<file path="src/rtl/uart_bus_arbiter_pkg.sv">
`default_nettype none
// +----------------------------------------------------------------------------+
// | Package     : uart_bus_pkg                                                  |
// | Description : Shared types and constants for the UART register-bus         |
// |               arbiter and its bus-cycle generator.                        |
// |   busState_t    - bus-cycle FSM states (IDLE/SETUP/STROBE/HOLD)            |
// |   c_cntWidth    - width of the phase cycle counter                          |
// |   c_cycMin/Max  - legal range for the SETUP/STROBE phase lengths           |
// | Revision    : 1.0  initial release                                         |
// +----------------------------------------------------------------------------+
package uart_bus_pkg;

  typedef enum logic [1:0] {
    ST_IDLE   = 2'd0,
    ST_SETUP  = 2'd1,
    ST_STROBE = 2'd2,
    ST_HOLD   = 2'd3
  } busState_t;

  localparam int c_cntWidth = 4;
  localparam int c_cycMin   = 1;
  localparam int c_cycMax   = 15;

endpackage
`default_nettype wire

</file>
<file path="src/rtl/uart_bus_cycle_gen.sv">
`default_nettype none
// +----------------------------------------------------------------------------+
// | Module      : uart_bus_cycle_gen                                            |
// | Description : Timed UART register-bus cycle: SETUP -> STROBE -> HOLD.      |
// |               Latches the transaction at start and drives registered      |
// |               chip select, strobes, address and write data.               |
// | Ports       : clk, rst (sync, active-low)                                   |
// |               start/we/addr/wdata - transaction request (sampled in IDLE)  |
// |               done  - high in the final STROBE cycle                        |
// |               rdata - read data, valid while done is high                   |
// |               addrBus/nChipSelect/nRd/nWe/dataBusOut/dataBusIn - core bus  |
// | Revision    : 1.0  initial release                                         |
// +----------------------------------------------------------------------------+
module uart_bus_cycle_gen
  import uart_bus_pkg::*;
#(
  parameter int SETUP_CYC  = 1,
  parameter int STROBE_CYC = 2
) (
  input  logic       clk,
  input  logic       rst,
  input  logic       start,
  input  logic       we,
  input  logic [3:0] addr,
  input  logic [7:0] wdata,
  output logic       done,
  output logic [7:0] rdata,
  output logic [3:0] addrBus,
  output logic       nChipSelect,
  output logic       nRd,
  output logic       nWe,
  output logic [7:0] dataBusOut,
  input  logic [7:0] dataBusIn
);

  if (SETUP_CYC < c_cycMin || SETUP_CYC > c_cycMax) begin : g_badSetupCyc
    $error("uart_bus_cycle_gen: SETUP_CYC out of range 1..15");
  end
  if (STROBE_CYC < c_cycMin || STROBE_CYC > c_cycMax) begin : g_badStrobeCyc
    $error("uart_bus_cycle_gen: STROBE_CYC out of range 1..15");
  end

  localparam logic [c_cntWidth-1:0] c_setupLoad  = c_cntWidth'(SETUP_CYC - 1);
  localparam logic [c_cntWidth-1:0] c_strobeLoad = c_cntWidth'(STROBE_CYC - 1);

  busState_t              r_state, w_nextState;
  logic [c_cntWidth-1:0]  r_cnt, w_nextCnt;
  logic                   r_we;
  logic [3:0]             r_addr;
  logic [7:0]             r_wdata;
  logic                   w_txnWe;
  logic [3:0]             w_txnAddr;
  logic [7:0]             w_txnWdata;
  logic                   w_nextCs, w_nextRd, w_nextWr;
  logic [3:0]             w_nextAddr;
  logic [7:0]             w_nextData;

  // Read data is sampled straight off the core bus at the edge closing the
  // last strobe cycle; the arbiter registers it there.
  assign done  = (r_state == ST_STROBE) && (r_cnt == '0);
  assign rdata = dataBusIn;

  always_comb begin
    w_nextState = r_state;
    w_nextCnt   = r_cnt;
    // In IDLE the transaction registers are not loaded yet, so the first
    // SETUP cycle's bus values come straight from the request inputs.
    w_txnWe     = r_we;
    w_txnAddr   = r_addr;
    w_txnWdata  = r_wdata;
    if (r_state == ST_IDLE) begin
      w_txnWe    = we;
      w_txnAddr  = addr;
      w_txnWdata = wdata;
    end

    case (r_state)
      ST_IDLE: begin
        if (start) begin
          w_nextState = ST_SETUP;
          w_nextCnt   = c_setupLoad;
        end
      end
      ST_SETUP: begin
        if (r_cnt == '0) begin
          w_nextState = ST_STROBE;
          w_nextCnt   = c_strobeLoad;
        end else begin
          w_nextCnt = r_cnt - 1'b1;
        end
      end
      ST_STROBE: begin
        if (r_cnt == '0) begin
          w_nextState = ST_HOLD;
        end else begin
          w_nextCnt = r_cnt - 1'b1;
        end
      end
      default: w_nextState = ST_IDLE;
    endcase

    // Bus outputs are registered, so decode them from the state being entered.
    w_nextCs   = 1'b1;
    w_nextRd   = 1'b1;
    w_nextWr   = 1'b1;
    w_nextAddr = 4'h0;
    w_nextData = 8'h00;
    if (w_nextState != ST_IDLE) begin
      w_nextCs   = 1'b0;
      w_nextAddr = w_txnAddr;
      w_nextData = w_txnWe ? w_txnWdata : 8'h00;
    end
    if (w_nextState == ST_STROBE) begin
      w_nextRd = w_txnWe;
      w_nextWr = !w_txnWe;
    end
  end

  always_ff @(posedge clk) begin
    if (!rst) begin
      r_state     <= ST_IDLE;
      r_cnt       <= '0;
      r_we        <= 1'b0;
      r_addr      <= 4'h0;
      r_wdata     <= 8'h00;
      nChipSelect <= 1'b1;
      nRd         <= 1'b1;
      nWe         <= 1'b1;
      addrBus     <= 4'h0;
      dataBusOut  <= 8'h00;
    end else begin
      r_state     <= w_nextState;
      r_cnt       <= w_nextCnt;
      if (r_state == ST_IDLE && start) begin
        r_we    <= we;
        r_addr  <= addr;
        r_wdata <= wdata;
      end
      nChipSelect <= w_nextCs;
      nRd         <= w_nextRd;
      nWe         <= w_nextWr;
      addrBus     <= w_nextAddr;
      dataBusOut  <= w_nextData;
    end
  end

endmodule
`default_nettype wire

</file>
<file path="src/rtl/uart_bus_arbiter.sv">
`default_nettype none
// +----------------------------------------------------------------------------+
// | Module      : uart_bus_arbiter                                              |
// | Description : Round-robin arbiter sharing the UART core register bus       |
// |               between two requesters; runs one timed bus cycle per grant  |
// |               and returns a one-cycle ack plus read data.                 |
// | Ports       : clk, rst (sync, active-low)                                   |
// |               reqN_i/weN_i/addrN_i/wdataN_i - requester N transaction      |
// |               ackN_o/rdataN_o               - requester N completion       |
// |               AddrBus_o/n_ChipSelect_o/n_rd_o/n_we_o/DataBus_o/DataBus_i   |
// |                                             - UART core bus               |
// |               gnt_o  - one-hot grant, busy_o - transaction in progress     |
// | Revision    : 1.0  initial release                                         |
// +----------------------------------------------------------------------------+
module uart_bus_arbiter
  import uart_bus_pkg::*;
#(
  parameter int SETUP_CYC  = 1,
  parameter int STROBE_CYC = 2
) (
  input  logic       clk,
  input  logic       rst,
  input  logic       req0_i,
  input  logic       we0_i,
  input  logic [3:0] addr0_i,
  input  logic [7:0] wdata0_i,
  output logic       ack0_o,
  output logic [7:0] rdata0_o,
  input  logic       req1_i,
  input  logic       we1_i,
  input  logic [3:0] addr1_i,
  input  logic [7:0] wdata1_i,
  output logic       ack1_o,
  output logic [7:0] rdata1_o,
  output logic [3:0] AddrBus_o,
  output logic       n_ChipSelect_o,
  output logic       n_rd_o,
  output logic       n_we_o,
  output logic [7:0] DataBus_o,
  input  logic [7:0] DataBus_i,
  output logic [1:0] gnt_o,
  output logic       busy_o
);

  logic       r_ptr;      // requester that wins when both ask
  logic       r_isRead;
  logic       w_start, w_pick1, w_we, w_done;
  logic [3:0] w_addr;
  logic [7:0] w_wdata, w_rdata;

  assign w_start = !busy_o && (req0_i || req1_i);
  assign w_pick1 = req1_i && (!req0_i || r_ptr);
  assign w_we    = w_pick1 ? we1_i    : we0_i;
  assign w_addr  = w_pick1 ? addr1_i  : addr0_i;
  assign w_wdata = w_pick1 ? wdata1_i : wdata0_i;

  uart_bus_cycle_gen #(
    .SETUP_CYC  (SETUP_CYC),
    .STROBE_CYC (STROBE_CYC)
  ) u_cycleGen (
    .clk         (clk),
    .rst         (rst),
    .start       (w_start),
    .we          (w_we),
    .addr        (w_addr),
    .wdata       (w_wdata),
    .done        (w_done),
    .rdata       (w_rdata),
    .addrBus     (AddrBus_o),
    .nChipSelect (n_ChipSelect_o),
    .nRd         (n_rd_o),
    .nWe         (n_we_o),
    .dataBusOut  (DataBus_o),
    .dataBusIn   (DataBus_i)
  );

  always_ff @(posedge clk) begin
    if (!rst) begin
      r_ptr    <= 1'b0;
      r_isRead <= 1'b0;
      gnt_o    <= 2'b00;
      busy_o   <= 1'b0;
      ack0_o   <= 1'b0;
      ack1_o   <= 1'b0;
      rdata0_o <= 8'h00;
      rdata1_o <= 8'h00;
    end else begin
      ack0_o <= 1'b0;
      ack1_o <= 1'b0;
      if (w_start) begin
        gnt_o    <= w_pick1 ? 2'b10 : 2'b01;
        busy_o   <= 1'b1;
        r_isRead <= !w_we;
      end else if (ack0_o || ack1_o) begin
        // The ack cycle is HOLD; the bus returns to IDLE at this edge.
        gnt_o  <= 2'b00;
        busy_o <= 1'b0;
      end
      if (w_done) begin
        ack0_o <= gnt_o[0];
        ack1_o <= gnt_o[1];
        r_ptr  <= gnt_o[0];   // hand priority to the port not just served
        if (r_isRead && gnt_o[0]) rdata0_o <= w_rdata;
        if (r_isRead && gnt_o[1]) rdata1_o <= w_rdata;
      end
    end
  end

endmodule
`default_nettype wire

</file>
<file path="config.mk">
export PLATFORM = sky130hd
export DESIGN_NAME = uart_bus_arbiter
export DESIGN_NICKNAME = d
export VERILOG_FILES = /design/src/rtl/uart_bus_arbiter_pkg.sv /design/src/rtl/uart_bus_cycle_gen.sv /design/src/rtl/uart_bus_arbiter.sv
export SDC_FILE = /design/constraint.sdc
export NUM_CORES = 1
export LEC_CHECK = 0
export CORE_UTILIZATION = 47
export CTS_BUF_LIST = sky130_fd_sc_hd__clkbuf_8 sky130_fd_sc_hd__clkbuf_16
export DETAILED_ROUTE_END_ITERATION = 16
export PLACE_DENSITY = 0.8
export SYNTH_ARGS = -nofsm -noshare
export SYNTH_HDL_FRONTEND = slang
export SYNTH_SLANG_ARGS = --single-unit
</file>
<file path="constraint.sdc">
create_clock -name clk -period 2.2 [get_ports clk]
set_input_delay 0.33 -clock clk [delete_from_list [all_inputs] [get_ports clk]]
set_output_delay 0.33 -clock clk [all_outputs]
set_load 0.1 [all_outputs]
</file>
==> results_dict.tcl, run 1 <==
set metrics [dict create \
    outcome "finished, final reports clean" \
    clock-sinks 57 \
    drive_above_1_share_pct 27.1 \
    seqPwrFrac_pct 29.7 \
    n_antenna_cell 0 \
    rsz0062_at_grt "no" \
    switching_share_pct 43.9 \
    cts_buffers 9 \
    hpwl_microns 3820 \
    fin_nets 371 \
    gp_congestion 0.777 \
    synth_warnings 0 \
    cts_max_level 3 \
    critPathSlowestCell "o41ai_4" \
    ir_drop_mv 0.780 \
    fmax_mhz 481 \
    skew_ps 8.66 \
    power_frac_comb_pct 48.6 \
    most-common-layout-cells "dfxtp_1 (56), nor2_1 (49), buf_4 (49)" \
    ys_seq_area_share_pct 46.2 \
    totalNegativeSetupSlack_ps 0 \
    p_per_area_nw_per_um2 1310 \
    yosysTopAreaCell "dfxtp_1" \
    holdBufCountCts 0 \
    vias_per_cell 5.20 \
    startpoint_type "flip-flop" \
    ant_nets 0 \
    syn_area_sq_um 2470 \
    cts_tree "yes" \
    clk_path_buf_depth 2 \
    initial_core_util_pct 48.6 \
    final_common_cell "dfxtp_1" \
    setup_viol 0 \
    cp_num_buf_inv 3 \
    num_vias 2092 \
    clk_pin_slew_ps 60 \
    firstDrtPassIters 4 \
    clk_latency_ps 330 \
    grt_pass1_wl_microns 8450 \
    maxCapViolCount 0 \
    cp.required_ps 2410 \
    grt_max_degree 38 \
    dieArea_sq_um 5540 \
    p_leak_nw 1.58 \
    pwr-share-clk_pct 21.7 \
    port_buffers 73 \
    reg2regPathDepth 8 \
    grt_usage_pct 20.5 \
    root_buffer "clkbuf_8" \
    fp.dieW_microns 74.5 \
    path_class "reg2reg" \
    rows 26 \
    layout_setup_ws_ps 123 \
    die_h_microns 74.5 \
    fin_crit_sh_pct 94.4 \
    critPathMaxStageDelay_ps 500 \
    relSlewSlack_pct 67.3 \
    postSynthCellCount 241 \
    pre_cts_ws_ps 48.8 \
    critical_path_depth 8 \
    drc 0 \
    crit_chain "inv_1 -> ha_1 -> buf_4 -> nor2_1 -> a211oi_2 -> o41ai_4 -> buf_4 -> a211oi_2" \
    wl_per_cell_microns 13.5 \
    synth_top_area_share_pct 46.2 \
    critPathTopFamily "compound AO/OA/AOI/OAI gates" \
    core-area_sq_um 5070 \
    avgSynthCellArea_sq_um 10.2 \
    period_needed_ps 2080 \
    antenna_found_initial 0 \
    p_int_mw 2.56 \
    hp-class "reg2reg" \
    critPathMaxFanout 5 \
    first_iter_violations 56 \
    synth-seq-cells 57 \
    syn_nets 285 \
    end_kind "flip-flop" \
    drt-total-wl_microns 5430 \
    slew_violations 0 \
    worst_pin_slew_ps 490 \
    hold_viol 0 \
    num_io_pins 74 \
    area_growth_syn_to_layout_pct 40.9 \
    grt_pass1_vias 1894 \
    cp.arrival_ps 2280 \
    power_switching_mw 2.00 \
    yosysUniqueCellTypes 47 \
    overflow 0 \
    hold_depth 2 \
    synth_area_leaders "dfxtp_1 (46%), mux2i_1 (11%), nor2_1 (7.5%)" \
]
## flip-flops by register name, indices dropped and copies added (netlist names)
name / flops
u_cycleGen.nWe: 1
rdata0_o: 8
gnt_o: 2
u_cycleGen.r_addr: 4
u_cycleGen.r_we: 1
u_cycleGen.r_state: 2
r_ptr: 1
u_cycleGen.nChipSelect: 1
busy_o: 1
u_cycleGen.addrBus: 4
u_cycleGen.r_cnt: 4
ack1_o: 1
u_cycleGen.dataBusOut: 8
r_isRead: 1
u_cycleGen.r_wdata: 8
ack0_o: 1
rdata1_o: 8
u_cycleGen.nRd: 1
## path summary, 6_finish.rpt
kind	start	end	slack, ps
min reg2reg	u_cycleGen.r_cnt[1]$_SDFFE_PN0P_	u_cycleGen.r_cnt[1]$_SDFFE_PN0P_	480
min	u_cycleGen.r_cnt[1]$_SDFFE_PN0P_	u_cycleGen.r_cnt[1]$_SDFFE_PN0P_	480
max	u_cycleGen.r_state[0]$_SDFF_PN0_	u_cycleGen.addrBus[3]$_SDFF_PN0_	120
max reg2reg	u_cycleGen.r_state[0]$_SDFF_PN0_	u_cycleGen.addrBus[3]$_SDFF_PN0_	120
## area by class of cell
| type | instances | area [sq um] |
|---|---|---|
| clock inverter | 4 | 42.5 |
| tap | 70 | 87.6 |
| inverter | 7 | 40.0 |
| fill | 429 | 1600 |
| multi-input combinational | 165 | 1240 |
| sequential | 57 | 1140 |
| clock buffer | 12 | 165 |
| timing repair buffer | 87 | 758 |
## Yosys cell counts (all sizes together)
cell and number:
nor4 1, o22ai 1, o311ai 1, or2 1, clkbuf 6, nand3 7
a211oi 18, nor3 3, o21bai 1, bufinv 1, buf 6, o21ai 5
a21oi 8, nand2b 1, mux2i 29, a211o 1, inv 6, nand3b 2
and2 2, o41ai 1, a31oi 1, o21ba 1, ha 6, nor4b 1
a2111oi 8, dfxtp 57, or3b 1, o311a 1, nand2 7, and4bb 1
nor2 49, and3 3, a21boi 1, nand4b 1, o31ai 2
## metrics by stage
stage,power [mW],cell area [sq um],hold slack [ps],utilization (%),instances
after floorplan,3.03,2470,449,-,241
after detailed placement,3.57,3260,473,64.2,386
after global routing,4.78,3480,514,68.5,402
after global placement,3.54,3260,459,64.2,386
after CTS,4.58,3470,482,68.3,402
final,4.56,3480,480,68.5,402
## power by group through the flow
stage          clock network, mW  logic (mW)  registers, mW
2_1_floorplan                  0       0.939           2.09
3_5_place_dp                   0        2.20           1.37
3_3_place_gp                   0        2.18           1.37
4_1_cts                     1.01        2.21           1.35
5_1_grt                     1.05        2.35           1.38
6_report                   0.991        2.22           1.35
## worst min-delay path: stages, from the launching register on
cell and delay (ps):
dfxtp_1 330, nand2_1 60, a21oi_1 50
## layer usage
layer | global-route usage [%] | wire (microns) | share of wire [%] | vias to the layer above
met3 | 6.10 | 296 | 5.5 | 10
met4 | 8.81 | 77 | 1.4 | 0
met2 | 35.2 | 2680 | 49 | 70
met5 | 0 | 0 | 0 | -
met1 | 23.5 | 2380 | 44 | 975
li1 | - | - | - | 1037
## what timing repair did
action | 4_1_cts | 5_1_grt
setup endpoints to repair | 0 | 9
resized for setup | 0 | 1
setup buffers | 0 | 0
## cell families after synthesis
logic type / count (synthesis) / share of synthesized area, %
multiplexers: 29 / 11.9
AND/OR/NAND/NOR: 80 / 15.8
adder cells (fa/ha/maj): 6 / 3.04
AO/OA/AOI/OAI: 50 / 18.7
buffers and inverters: 19 / 4.31
flip-flops: 57 / 46.2
No activity file was read; power rests on OpenSTA's default activity.
==> run 2: changes to the inputs <==
Settings changed: GPL_ROUTABILITY_DRIVEN set to 0, PLACE_DENSITY 0.8 to unset, PLACE_DENSITY_LB_ADDON set to 0.15.
==> run 2 against run 1 <==
Against the previous run: maximum frequency grew 2.6%; combinational power about the same; core utilization shrank 0.17 points; global-route usage shrank 0.079 points; flip-flop and latch count unchanged; critical endpoint is now u_cycleGen.dataBusOut[1]$_SDFF_PN0_; largest cell class unchanged; highest routed layer unchanged.
==> results_dict.tcl, run 2 (synthesis gave the netlist of run 1 again) <==
set metrics [dict create \
    dieArea_sq_um 5540 \
    cts_max_level 3 \
    most-common-layout-cells "dfxtp_1 (56), nor2_1 (49), buf_4 (44)" \
    utilization_pct 68.3 \
    period_needed_ps 2020 \
    final_common_cell "dfxtp_1" \
    rows 26 \
    first_iter_violations 104 \
    fin_crit_sh_pct 92.0 \
    hp-class "reg2reg" \
    antenna_found_initial 0 \
    power_switching_mw 2.03 \
    n_antenna_cell 0 \
    outcome "finished, final reports clean" \
    finish.instance_area_sq_um 3470 \
    cts_tree "yes" \
    clk_pin_slew_ps 60 \
    setup_viol 0 \
    num_io_pins 74 \
    fmax_mhz 494 \
    relSlewSlack_pct 70.1 \
    end_kind "flip-flop" \
    cp.required_ps 2420 \
    hold_viol 0 \
    wl_per_cell_microns 13.4 \
    fp.dieW_microns 74.5 \
    slew_violations 0 \
    root_buffer "clkbuf_8" \
    area_growth_syn_to_layout_pct 40.5 \
    post_dp_cell_area_sq_um 3220 \
    clk_path_buf_depth 2 \
    p_int_mw 2.63 \
    whs_ps 476 \
    num_vias 2042 \
    grt_pass1_wl_microns 8390 \
    cp.arrival_ps 2250 \
    skew_ps 7.49 \
    p_per_area_nw_per_um2 1340 \
    grt_pass1_vias 1800 \
    firstDrtPassIters 4 \
    cts_buffers 9 \
    fin_nets 366 \
    path_class "reg2reg" \
    drt-total-wl_microns 5310 \
    grt_usage_pct 20.4 \
    worst_pin_slew_ps 447 \
    hpwl_microns 3710 \
    seqPwrFrac_pct 29.0 \
    p_leak_nw 1.55 \
    drc 0 \
    grt_max_degree 38 \
    power_frac_comb_pct 47.5 \
    ir_drop_mv 0.832 \
    vias_per_cell 5.14 \
    ant_nets 0 \
    totalNegativeSetupSlack_ps 0 \
    clock-sinks 57 \
    pwr-share-clk_pct 23.5 \
    cts_setup_buffers 0 \
    rsz0062_at_grt "no" \
    core-area_sq_um 5070 \
    die_h_microns 74.5 \
    switching_share_pct 43.5 \
    clk_latency_ps 330 \
    nFillCells 426 \
    startpoint_type "flip-flop" \
    port_buffers 73 \
    overflow 0 \
    critPathMaxFanout 10 \
    initial_core_util_pct 48.6 \
    maxCapViolCount 0 \
    drive_above_1_share_pct 26.6 \
]
run 2: cell count changes in the layout (fill, tap and decap cells not counted), sizes merged:
cell | before | now
inv | 8 | 6
clkinv | 1 | 2
bufinv | 2 | 3
clkbuf | 12 | 11
buf | 50 | 45
clkinvlp | 0 | 1
run 2: worst paths after layout:
| path | start | slack [ps] | to | depth (start not counted) |
|---|---|---|---|---|
| worst min-delay path | u_cycleGen.r_we$_SDFFE_PN0P_ | 480 | u_cycleGen.r_we$_SDFFE_PN0P_ | 2 |
| worst max register to register | u_cycleGen.r_cnt[0]$_SDFFE_PN0P_ | 180 | u_cycleGen.dataBusOut[1]$_SDFF_PN0_ | 7 |
| worst max-delay path | u_cycleGen.r_cnt[0]$_SDFFE_PN0P_ | 180 | u_cycleGen.dataBusOut[1]$_SDFF_PN0_ | 7 |
| worst min register to register | u_cycleGen.r_we$_SDFFE_PN0P_ | 480 | u_cycleGen.r_we$_SDFFE_PN0P_ | 2 |
run 2: power by group through the flow:
stage	combinational [mW]	clock, mW	sequential [mW]
2_1_floorplan	0.939	0	2.09
3_3_place_gp	2.16	0	1.37
3_5_place_dp	2.18	0	1.36
4_1_cts	2.18	1.11	1.35
5_1_grt	2.35	1.16	1.38
6_report	2.21	1.10	1.35
run 2: layer usage:
| metal | vias up | track usage (%) | wire length [microns] |
|---|---|---|---|
| met3 | 8 | 4.88 | 220 |
| met2 | 53 | 31.3 | 2560 |
| li1 | 1027 | - | - |
| met5 | - | 0 | 0 |
| met1 | 954 | 26.3 | 2440 |
| met4 | 0 | 11.3 | 91 |
run 2: critical path, stage by stage, from the launching register on:
cell       delay [ps]
dfxtp_1           340
inv_1             100
ha_1              190
or3b_4            430
a211oi_4          320
o41ai_4           150
buf_12            180
a2111oi_2         210
run 2: what timing repair did:
item	CTS	global route
hold buffers	0	0
resized for setup	0	2
setup endpoints to repair	0	3
run 2: final cells by class:
type	instances	area, sq um	share of cell area [%]
tap	70	87.6	2.53
sequential	57	1140	32.9
clock buffer	11	151	4.37
multi-input combinational	165	1250	36.0
clock inverter	5	77.6	2.24
timing repair buffer	82	721	20.8
inverter	7	40.0	1.15
run 2: stage by stage:
step                power [mW]  setup WS (ps)  std cells
finish                    4.66            176        397
global placement          3.52            104        381
global route              4.89           4.23        397
floorplan                 3.03            301        241
detailed placement        3.54           69.2        381
CTS                       4.65           98.4        397
